## config.mk

```make
export PLATFORM = sky130hd
export DESIGN_NAME = freq_meter
export DESIGN_NICKNAME = d
export VERILOG_FILES = /design/src/rtl/freq_meter.sv
export SDC_FILE = /design/constraint.sdc
export NUM_CORES = 1
export LEC_CHECK = 0
export ABC_AREA = 0
export CAP_MARGIN = 20
export CORE_UTILIZATION = 50
export CTS_CLUSTER_DIAMETER = 150
export DETAILED_ROUTE_END_ITERATION = 7
export GPL_ROUTABILITY_DRIVEN = 0
export MAX_ROUTING_LAYER = met4
export PLACE_DENSITY_LB_ADDON = 0.3
export SYNTH_ARGS = -nofsm -noshare
export SYNTH_HDL_FRONTEND = slang
export SYNTH_SLANG_ARGS = --single-unit
```

## constraint.sdc

```tcl
create_clock -name in_clk -period 2.2 [get_ports in_clk]
set_input_delay 0.44 -clock in_clk [delete_from_list [all_inputs] [get_ports in_clk]]
set_output_delay 0.44 -clock in_clk [all_outputs]
set_load 0.02 [all_outputs]
```

## src/rtl/freq_meter.sv

```systemverilog
// freq_meter: measures the period of a slow, asynchronous input signal in
// in_clk cycles and strobes period_valid once per completed period.
// Define FREQ_METER_DUTY_EN to also measure how many cycles the input was
// high within each period (high_cnt); otherwise high_cnt is tied to zero.
module freq_meter #(
    parameter int     CNT_W       = 33,
    parameter longint TIMEOUT     = 200000000,
    parameter int     SYNC_STAGES = 2
) (
    input  logic             in_clk,
    input  logic             reset,
    input  logic             sig_in,
    output logic [CNT_W-1:0] period,
    output logic             period_valid,
    output logic [CNT_W-1:0] high_cnt,
    output logic             timeout,
    output logic             measuring
);

    localparam logic [0:0] IDLE    = 1'b0;
    localparam logic [0:0] MEASURE = 1'b1;

    localparam logic [CNT_W-1:0] ONE         = CNT_W'(1);
    localparam logic [CNT_W-1:0] TIMEOUT_CNT = CNT_W'(TIMEOUT);

    logic [SYNC_STAGES-1:0] sync_q;
    logic                   s_sync;
    logic                   s_prev;
    logic                   rise;
    logic [0:0]             state;
    logic [CNT_W-1:0]       count;

    assign s_sync = sync_q[SYNC_STAGES-1];
    assign rise   = s_sync & ~s_prev;

    // Bring sig_in into the in_clk domain and keep one cycle of history for edge detection
    always_ff @(posedge in_clk) begin
        if (reset) begin
            sync_q <= '0;
            s_prev <= 1'b0;
        end else begin
            sync_q <= {sync_q[SYNC_STAGES-2:0], sig_in};
            s_prev <= s_sync;
        end
    end

    // Period measurement: the first edge only arms, later edges report the cycle distance
    always_ff @(posedge in_clk) begin
        if (reset) begin
            state        <= IDLE;
            count        <= '0;
            period       <= '0;
            period_valid <= 1'b0;
            timeout      <= 1'b0;
            measuring    <= 1'b0;
        end else begin
            period_valid <= 1'b0;
            case (state)
                IDLE: begin
                    if (rise) begin
                        count     <= ONE;
                        state     <= MEASURE;
                        measuring <= 1'b1;
                    end else begin
                        count     <= '0;
                        measuring <= 1'b0;
                    end
                end
                default: begin
                    if (rise) begin
                        period       <= count;
                        period_valid <= 1'b1;
                        timeout      <= 1'b0;
                        count        <= ONE;
                        measuring    <= 1'b1;
                    end else if (count == TIMEOUT_CNT) begin
                        state     <= IDLE;
                        count     <= '0;
                        timeout   <= 1'b1;
                        measuring <= 1'b0;
                    end else begin
                        count     <= count + ONE;
                        measuring <= 1'b1;
                    end
                end
            endcase
        end
    end

`ifdef FREQ_METER_DUTY_EN
    logic [CNT_W-1:0] hcnt;

    // High-time counter; the rise cycle itself is high, so a new window starts at 1
    always_ff @(posedge in_clk) begin
        if (reset) begin
            hcnt     <= '0;
            high_cnt <= '0;
        end else begin
            case (state)
                IDLE: begin
                    hcnt <= rise ? ONE : '0;
                end
                default: begin
                    if (rise) begin
                        high_cnt <= hcnt;
                        hcnt     <= ONE;
                    end else if (count == TIMEOUT_CNT) begin
                        hcnt <= '0;
                    end else if (s_sync) begin
                        hcnt <= hcnt + ONE;
                    end
                end
            endcase
        end
    end
`else
    assign high_cnt = '0;
`endif

endmodule
```

Yosys cells after proc, flatten, opt, wreduce, memory -nomap -nowiden:

Cells that the tools add are included.

* add/sub/neg operators: 1
* bitwise operators: 3
* reductions and logical operators: 4
* equality and inequality tests: 1
* multiplexer cells: 10

Operators by type and width (number)
* $mux W33: 3
* $add A33 B1 Y33 const B: 1
* $eq A33 B28 Y1 const B: 1
* $mux W1: 7
* $reduce_and A2 Y1: 2
* $not A1 Y1: 2
* $reduce_bool A2 Y1: 1
* $reduce_or A2 Y1: 1
* $and A1 B1 Y1: 1

* flip-flop bits (word level): 72
* logic and storage cells: 26
* bits of input ports: 3
* output and inout bits: 69

Depth between registers and ports, before layout:

Gate-level depths: netlist (run 1).

* word-level depth: 4
* mapped depth: 7

Least setup slack after synthesis (run 1):

OpenSTA, ideal clock, no wires.

* kind: register to register
* start: register count[10]
* end: register count[27]
* stages on the path, launching flop included: 7
* period minus slack after synthesis: 1995 ps
* arrival: 1915 ps
* setup slack: 205 ps
* cells stage by stage: dfxtp_1 -> buf_2 -> nand4_1 -> or4_4 -> buf_6 -> or4_4 -> a211oi_2

* cells in the longest elaborated chain, start to end: 4
* elaborated cells on any way between the ends: 5
* classes of those cells: add/sub (1); eq/ne (1); mux (3)

RTL lines
* from (decl): line 31 `logic [CNT_W-1:0] count;`
* from (signal assigned): line 82 `count <= count + ONE;`
* $add A33 B1 Y33 / $eq A33 B28 Y1 (equally long branches): line 82, 76
* $mux W33 (*): line 76 `end else if (count == TIMEOUT_CNT) begin`
* $mux W33 (*): line 70 `if (rise) begin`
* $mux W33 (*): line 58 `case (state)`

Every way passes the cells marked *; elsewhere a longest branch is shown, timed or not.
A chain may end at the register's enable or synchronous reset.

Final worst setup path (run 1):

* start: register count[12]
* end: register count[31]

Same word-level chain as after synthesis.

==> results of run 1 <==
==> flip-flops by register name, indices dropped and copies added, names as in the netlist <==
name          flops
timeout           1
count            33
period_valid      1
s_prev            1
state             1
sync_q            2
period           33
==> routing by layer <==
| metal | global-route usage [%] | vias to the layer above | share of wire [%] |
|---|---|---|---|
| li1 | - | 1243 | - |
| met2 | 33.9 | 59 | 48 |
| met1 | 28.6 | 1232 | 47 |
| met5 | - | - | 0 |
| met4 | 9.82 | 0 | 0.77 |
| met3 | 4.67 | 6 | 4.0 |
==> logic make-up after synthesis <==
family	share of synthesized area, %
AND/OR/NAND/NOR	18.1
XOR/XNOR	3.60
buffers and inverters	12.3
adder cells (fa/ha/maj)	0.792
flip-flops	45.6
other	0.119
AO/OA/AOI/OAI	19.4
==> through the flow <==
| step | instance area (sq um) | hold slack (ns) |
|---|---|---|
| floorplan | 3280 | 0.414 |
| global placement | 3590 | 0.422 |
| detailed placement | 3590 | 0.443 |
| CTS | 3830 | 0.457 |
| global route | 3850 | 0.474 |
| finish | 3850 | 0.454 |
==> repair_timing <==
item,4_1_cts,5_1_grt
endpoints found under the setup margin,0,4
gates resized for setup,0,3
hold endpoints to repair,0,0
==> worst reg2reg max path, cell delays in order, from the launching register on <==
cell	delay (ns)
dfxtp_2	0.37
nand4_1	0.20
or4_2	0.89
o31ai_1	0.35
a211oi_2	0.10
==> cell usage after synthesis (2+ instances only) <==
| master | count |
|---|---|
| o21ai_0 | 3 |
| xor2_1 | 6 |
| xnor2_1 | 7 |
| nand3_1 | 12 |
| or4_1 | 12 |
| a211oi_1 | 14 |
| nand2_1 | 10 |
| buf_4 | 33 |
| nor4_1 | 6 |
| a22o_1 | 33 |
| or4_4 | 5 |
| nor2b_1 | 4 |
| inv_1 | 7 |
| a211oi_2 | 4 |
| or3_1 | 3 |
| clkbuf_1 | 17 |
| buf_2 | 6 |
| ha_1 | 2 |
| dfxtp_1 | 72 |
| nor4b_1 | 3 |
| nor3_1 | 15 |
| o31ai_1 | 16 |
| nand4_1 | 10 |
| and4_1 | 5 |
==> area by class of cell <==
type	instances	area [sq um]
timing repair buffer	62	561
inverter	7	26.3
multi-input combinational	215	1490
tap	75	93.8
fill	492	2140
clock inverter	2	60.1
sequential	72	1440
clock buffer	14	173
==> worst max-delay path by stage <==
stage	slack [ns]	start	end
final	0.17	count[12]	count[31]
after global placement	0.15	count[11]	count[30]
after floorplan	0.21	count[10]	count[27]
after CTS	0.09	count[15]	count[28]
after global routing	0.007	count[0]	count[3]
after detailed placement	0.09	count[11]	count[28]
==> power breakdown <==
part,internal (W),total [W],switching [W]
sequential,0.00131,0.00131,0.00000500
combinational,0.0000171,0.000105,0.0000879
clock,0.000734,0.00120,0.000471
==> flow_summary.json, run 1 <==
{
  "status": "finished clean",
  "detail_route.vias_per_cell": 5.68,
  "ys_ff_latch": 72,
  "path_clk_slew_ns": 0.08,
  "peakVddDrop_uv": 521,
  "r2r_slack_ns": 0.17,
  "path_cells": "nand4_1 > or4_2 > o31ai_1 > a211oi_2",
  "finalMaxSlewViolations": 0,
  "critical_path_required_ns": 2.41,
  "path_class": "reg -> reg",
  "period_needed_ns": 2.03,
  "r2r_cells": 4,
  "num_vias": 2540,
  "finalHoldViolations": 0,
  "core_area_sq_um": 5990,
  "ys_seq_area_share_pct": 45.6,
  "worstSetupStartpointType": "flop",
  "yosysWarningCount": 0,
  "min_period_over_period_pct": 92.3,
  "crit_path_top_delay_cell": "or4_2",
  "cts_root_buf": "clkbuf_8",
  "hp-class": "reg -> reg",
  "layout_commonest_cell": "dfxtp_1",
  "clk_latency_ns": 0.34,
  "wire_per_inst_um": 15.3,
  "hold-path-endpoint": "sync_q[1]",
  "timing.rr.start": "count[12]",
  "hold_buffers": 0,
  "area_delta_synth_final_pct": 21.8,
  "grt_max_degree": 33,
  "cp_num_cells": 4,
  "critPathTopFamily": "simple AND/OR/NAND/NOR gates",
  "cap_violations": 0,
  "setup_tns_ns": 0,
  "total_leakage_power_nw": 1.31,
  "critical_path.max_fanout": 12,
  "rsz0062_at_grt": "no",
  "grt_pass1_vias": 2230,
  "critPathBufInv": 0,
  "worstHoldStart": "sync_q[0]",
  "dp_hpwl_um": 4460,
  "clock_skew_ns": 0.00807,
  "cts_tree": "built",
  "drc": 0,
  "p_per_area_nw_per_um2": 681,
  "drive_above_1_share_pct": 14.8,
  "syn_inst": 319,
  "cts_buffers": 9,
  "crit_path_max_incr_delay_ns": 0.89,
  "worstSetupEndpointType": "flop",
  "synth_area_leaders": "dfxtp_1, a22o_1, buf_4",
  "setup_viol": 0,
  "rows": 28,
  "die_area_sq_um": 6640,
  "htree_levels": 3,
  "arrival_ns": 2.24,
  "ios": 72,
  "start_util_pct": 52.7,
  "r2r_end": "count[31]",
  "dp_cells": 429,
  "grt_pass1_wl_um": 10800,
  "antenna_found_initial": 0,
  "post_cts_buffers": 0,
  "timing.fmax_ghz": 0.493,
  "clockBufferDepth": 2,
  "final_cell_mix": "dfxtp_1, clkdlybuf4s50_1, a22o_1, conb_1, buf_4",
  "grt_use_total_pct": 22.3,
  "grt_overflow": 0,
  "post_synth.cell_area_avg_sq_um": 9.90,
  "drtAntennaViolNets": 0,
  "synth_top_area_cell": "dfxtp_1",
  "drt_wl_total_um": 6840,
  "synthArstFlopShare_pct": 0,
  "synth_edf_count": 0,
  "final_nets": 372,
  "synthDistinctLibCells": 38,
  "die_x_um": 81.5,
  "stdcell_count": 447,
  "hold_path_depth": 1,
  "fin_util_pct": 64.2,
  "synth_top_area_share_pct": 45.6,
  "antenna_cells": 0,
  "die_h_um": 81.5,
  "firstDrtPassIters": 4,
  "timing.final.ws_setup_ns": 0.170,
  "post_synth_instance_area_sq_um": 3160,
  "totalPowerFinal_w": 0.00262,
  "portBuffers": 38,
  "drt_first_iter_violations": 245,
  "synthFlopType": "dfxtp_1",
  "preCtsSetupSlack_ns": 0.0915,
  "cts_sinks": 72
}
Note: power is estimated with default switching activity, not from simulation.
==> inputs of run 2 (changes only) <==
Settings changed: CORE_MARGIN set to 10, CORE_UTILIZATION 50 to 26.
==> flow_summary.json, run 2 (synthesis gave the netlist of run 1 again) <==
{
  "dp_cells": 506,
  "portBuffers": 38,
  "drt_wl_total_um": 8160,
  "cap_violations": 0,
  "path_class": "reg -> reg",
  "grt_pass1_vias": 2478,
  "r2r_cells": 4,
  "rows": 40,
  "num_vias": 2532,
  "dp_hpwl_um": 5830,
  "total_leakage_power_nw": 1.38,
  "stdcell_count": 522,
  "firstDrtPassIters": 4,
  "finalHoldViolations": 0,
  "r2r_end": "count[30]",
  "largestRegisters": "count: 33 flops, period: 33 flops, sync_q: 2 flops",
  "place_area_sq_um": 3730,
  "fill_cells": 1209,
  "worstHoldStart": "sync_q[0]",
  "hold_path_depth": 1,
  "clock_skew_ns": 0.00985,
  "drc": 0,
  "post_cts_buffers": 0,
  "critical_path.max_fanout": 24,
  "fin_util_pct": 33.9,
  "cts_tree": "built",
  "start_util_pct": 26.4,
  "worstSetupStartpointType": "flop",
  "critical_path_required_ns": 2.45,
  "finalMaxSlewViolations": 0,
  "rsz0062_at_grt": "no",
  "arrival_ns": 2.33,
  "drive_above_1_share_pct": 15.7,
  "r2r_slack_ns": 0.12,
  "timing.fmax_ghz": 0.481,
  "antenna_cells": 0,
  "status": "finished clean",
  "hold-path-endpoint": "sync_q[1]",
  "detail_route.vias_per_cell": 4.85,
  "drtAntennaViolNets": 0,
  "cts_buffers": 9,
  "antenna_found_initial": 0,
  "final_cell_mix": "dfxtp_1, clkdlybuf4s50_1, a22o_1, conb_1, buf_4",
  "worstSetupEndpointType": "flop",
  "path_cells": "nand4_1 > or4_4 > or4_1 > a211oi_1",
  "grt_max_degree": 33,
  "fin_area_sq_um": 4060,
  "peakVddDrop_uv": 405,
  "cts_sinks": 72,
  "hp-class": "reg -> reg",
  "timing.rr.start": "count[12]",
  "ios": 72,
  "grt_overflow": 0,
  "layout_commonest_cell": "dfxtp_1",
  "setup_viol": 0,
  "core_area_sq_um": 12000,
  "htree_levels": 3,
  "period_needed_ns": 2.08,
  "cts_root_buf": "clkbuf_16",
  "die_x_um": 130,
  "min_period_over_period_pct": 94.5,
  "path_clk_slew_ns": 0.06,
  "grt_pass1_wl_um": 12900,
  "fin_hold_ws_ns": 0.446,
  "p_per_area_nw_per_um2": 733,
  "final_nets": 375,
  "drt_first_iter_violations": 124,
  "clk_latency_ns": 0.33,
  "wire_per_inst_um": 15.6,
  "setup_tns_ns": 0,
  "crit_path_max_incr_delay_ns": 0.70,
  "grt_use_total_pct": 9.80,
  "crit_path_top_delay_cell": "or4_4",
  "clockBufferDepth": 2,
  "area_delta_synth_final_pct": 28.5,
  "die_area_sq_um": 17000,
  "die_h_um": 130
}
==> run 2: cell type report <==
| class | instances | area [sq um] | share of cell area [%] |
|---|---|---|---|
| clock inverters | 6 | 82.6 | 2.03 |
| clock buffers | 10 | 239 | 5.89 |
| repair buffers | 67 | 614 | 15.1 |
| well taps | 147 | 184 | 4.53 |
| inverters | 7 | 26.3 | 0.647 |
| multi-input cells | 213 | 1470 | 36.2 |
| flip-flops and latches | 72 | 1440 | 35.5 |
==> run 2: repair_timing <==
| action | in CTS | in global routing |
|---|---|---|
| setup endpoints to repair | 0 | 9 |
| hold buffers | 0 | 0 |
| resized for setup | 0 | 2 |
==> run 2: layer usage <==
metal	global-route usage [%]	vias to the layer above	share of wire [%]
met5	-	-	0
met1	11.9	1224	46
li1	-	1246	-
met4	2.38	0	0.88
met3	2.56	8	3.7
met2	15.9	54	49
==> run 2: metrics by stage <==
stage	worst slack, ns	power (W)
floorplan	0.205	0.00147
global placement	0.146	0.00145
detailed placement	0.0693	0.00145
CTS	0.0764	0.00300
global route	0.0305	0.00308
finish	0.121	0.00298
==> run 2: worst max-delay path, delay by kind of cell (launching register included) <==
kind             cells  cell delay [ns]
AO/OA/AOI/OAI        1             0.23
flip-flops           1             0.36
AND/OR/NAND/NOR      3             1.41
==> run 2: where the power goes <==
part	internal, W	switching [W]
combinational	0.0000185	0.0000899
sequential	0.00131	0.00000502
clock	0.00102	0.000538
total	0.00234	0.000633
==> run 2: worst max path at each step <==
stage | slack, ns | start | cells after the start | end
global placement | 0.15 | count[12] | 4 | count[32]
global route | 0.03 | count[1] | 7 | count[13]
CTS | 0.08 | count[12] | 4 | count[30]
floorplan | 0.21 | count[10] | 6 | count[27]
detailed placement | 0.07 | count[12] | 4 | count[30]
finish | 0.12 | count[12] | 4 | count[30]
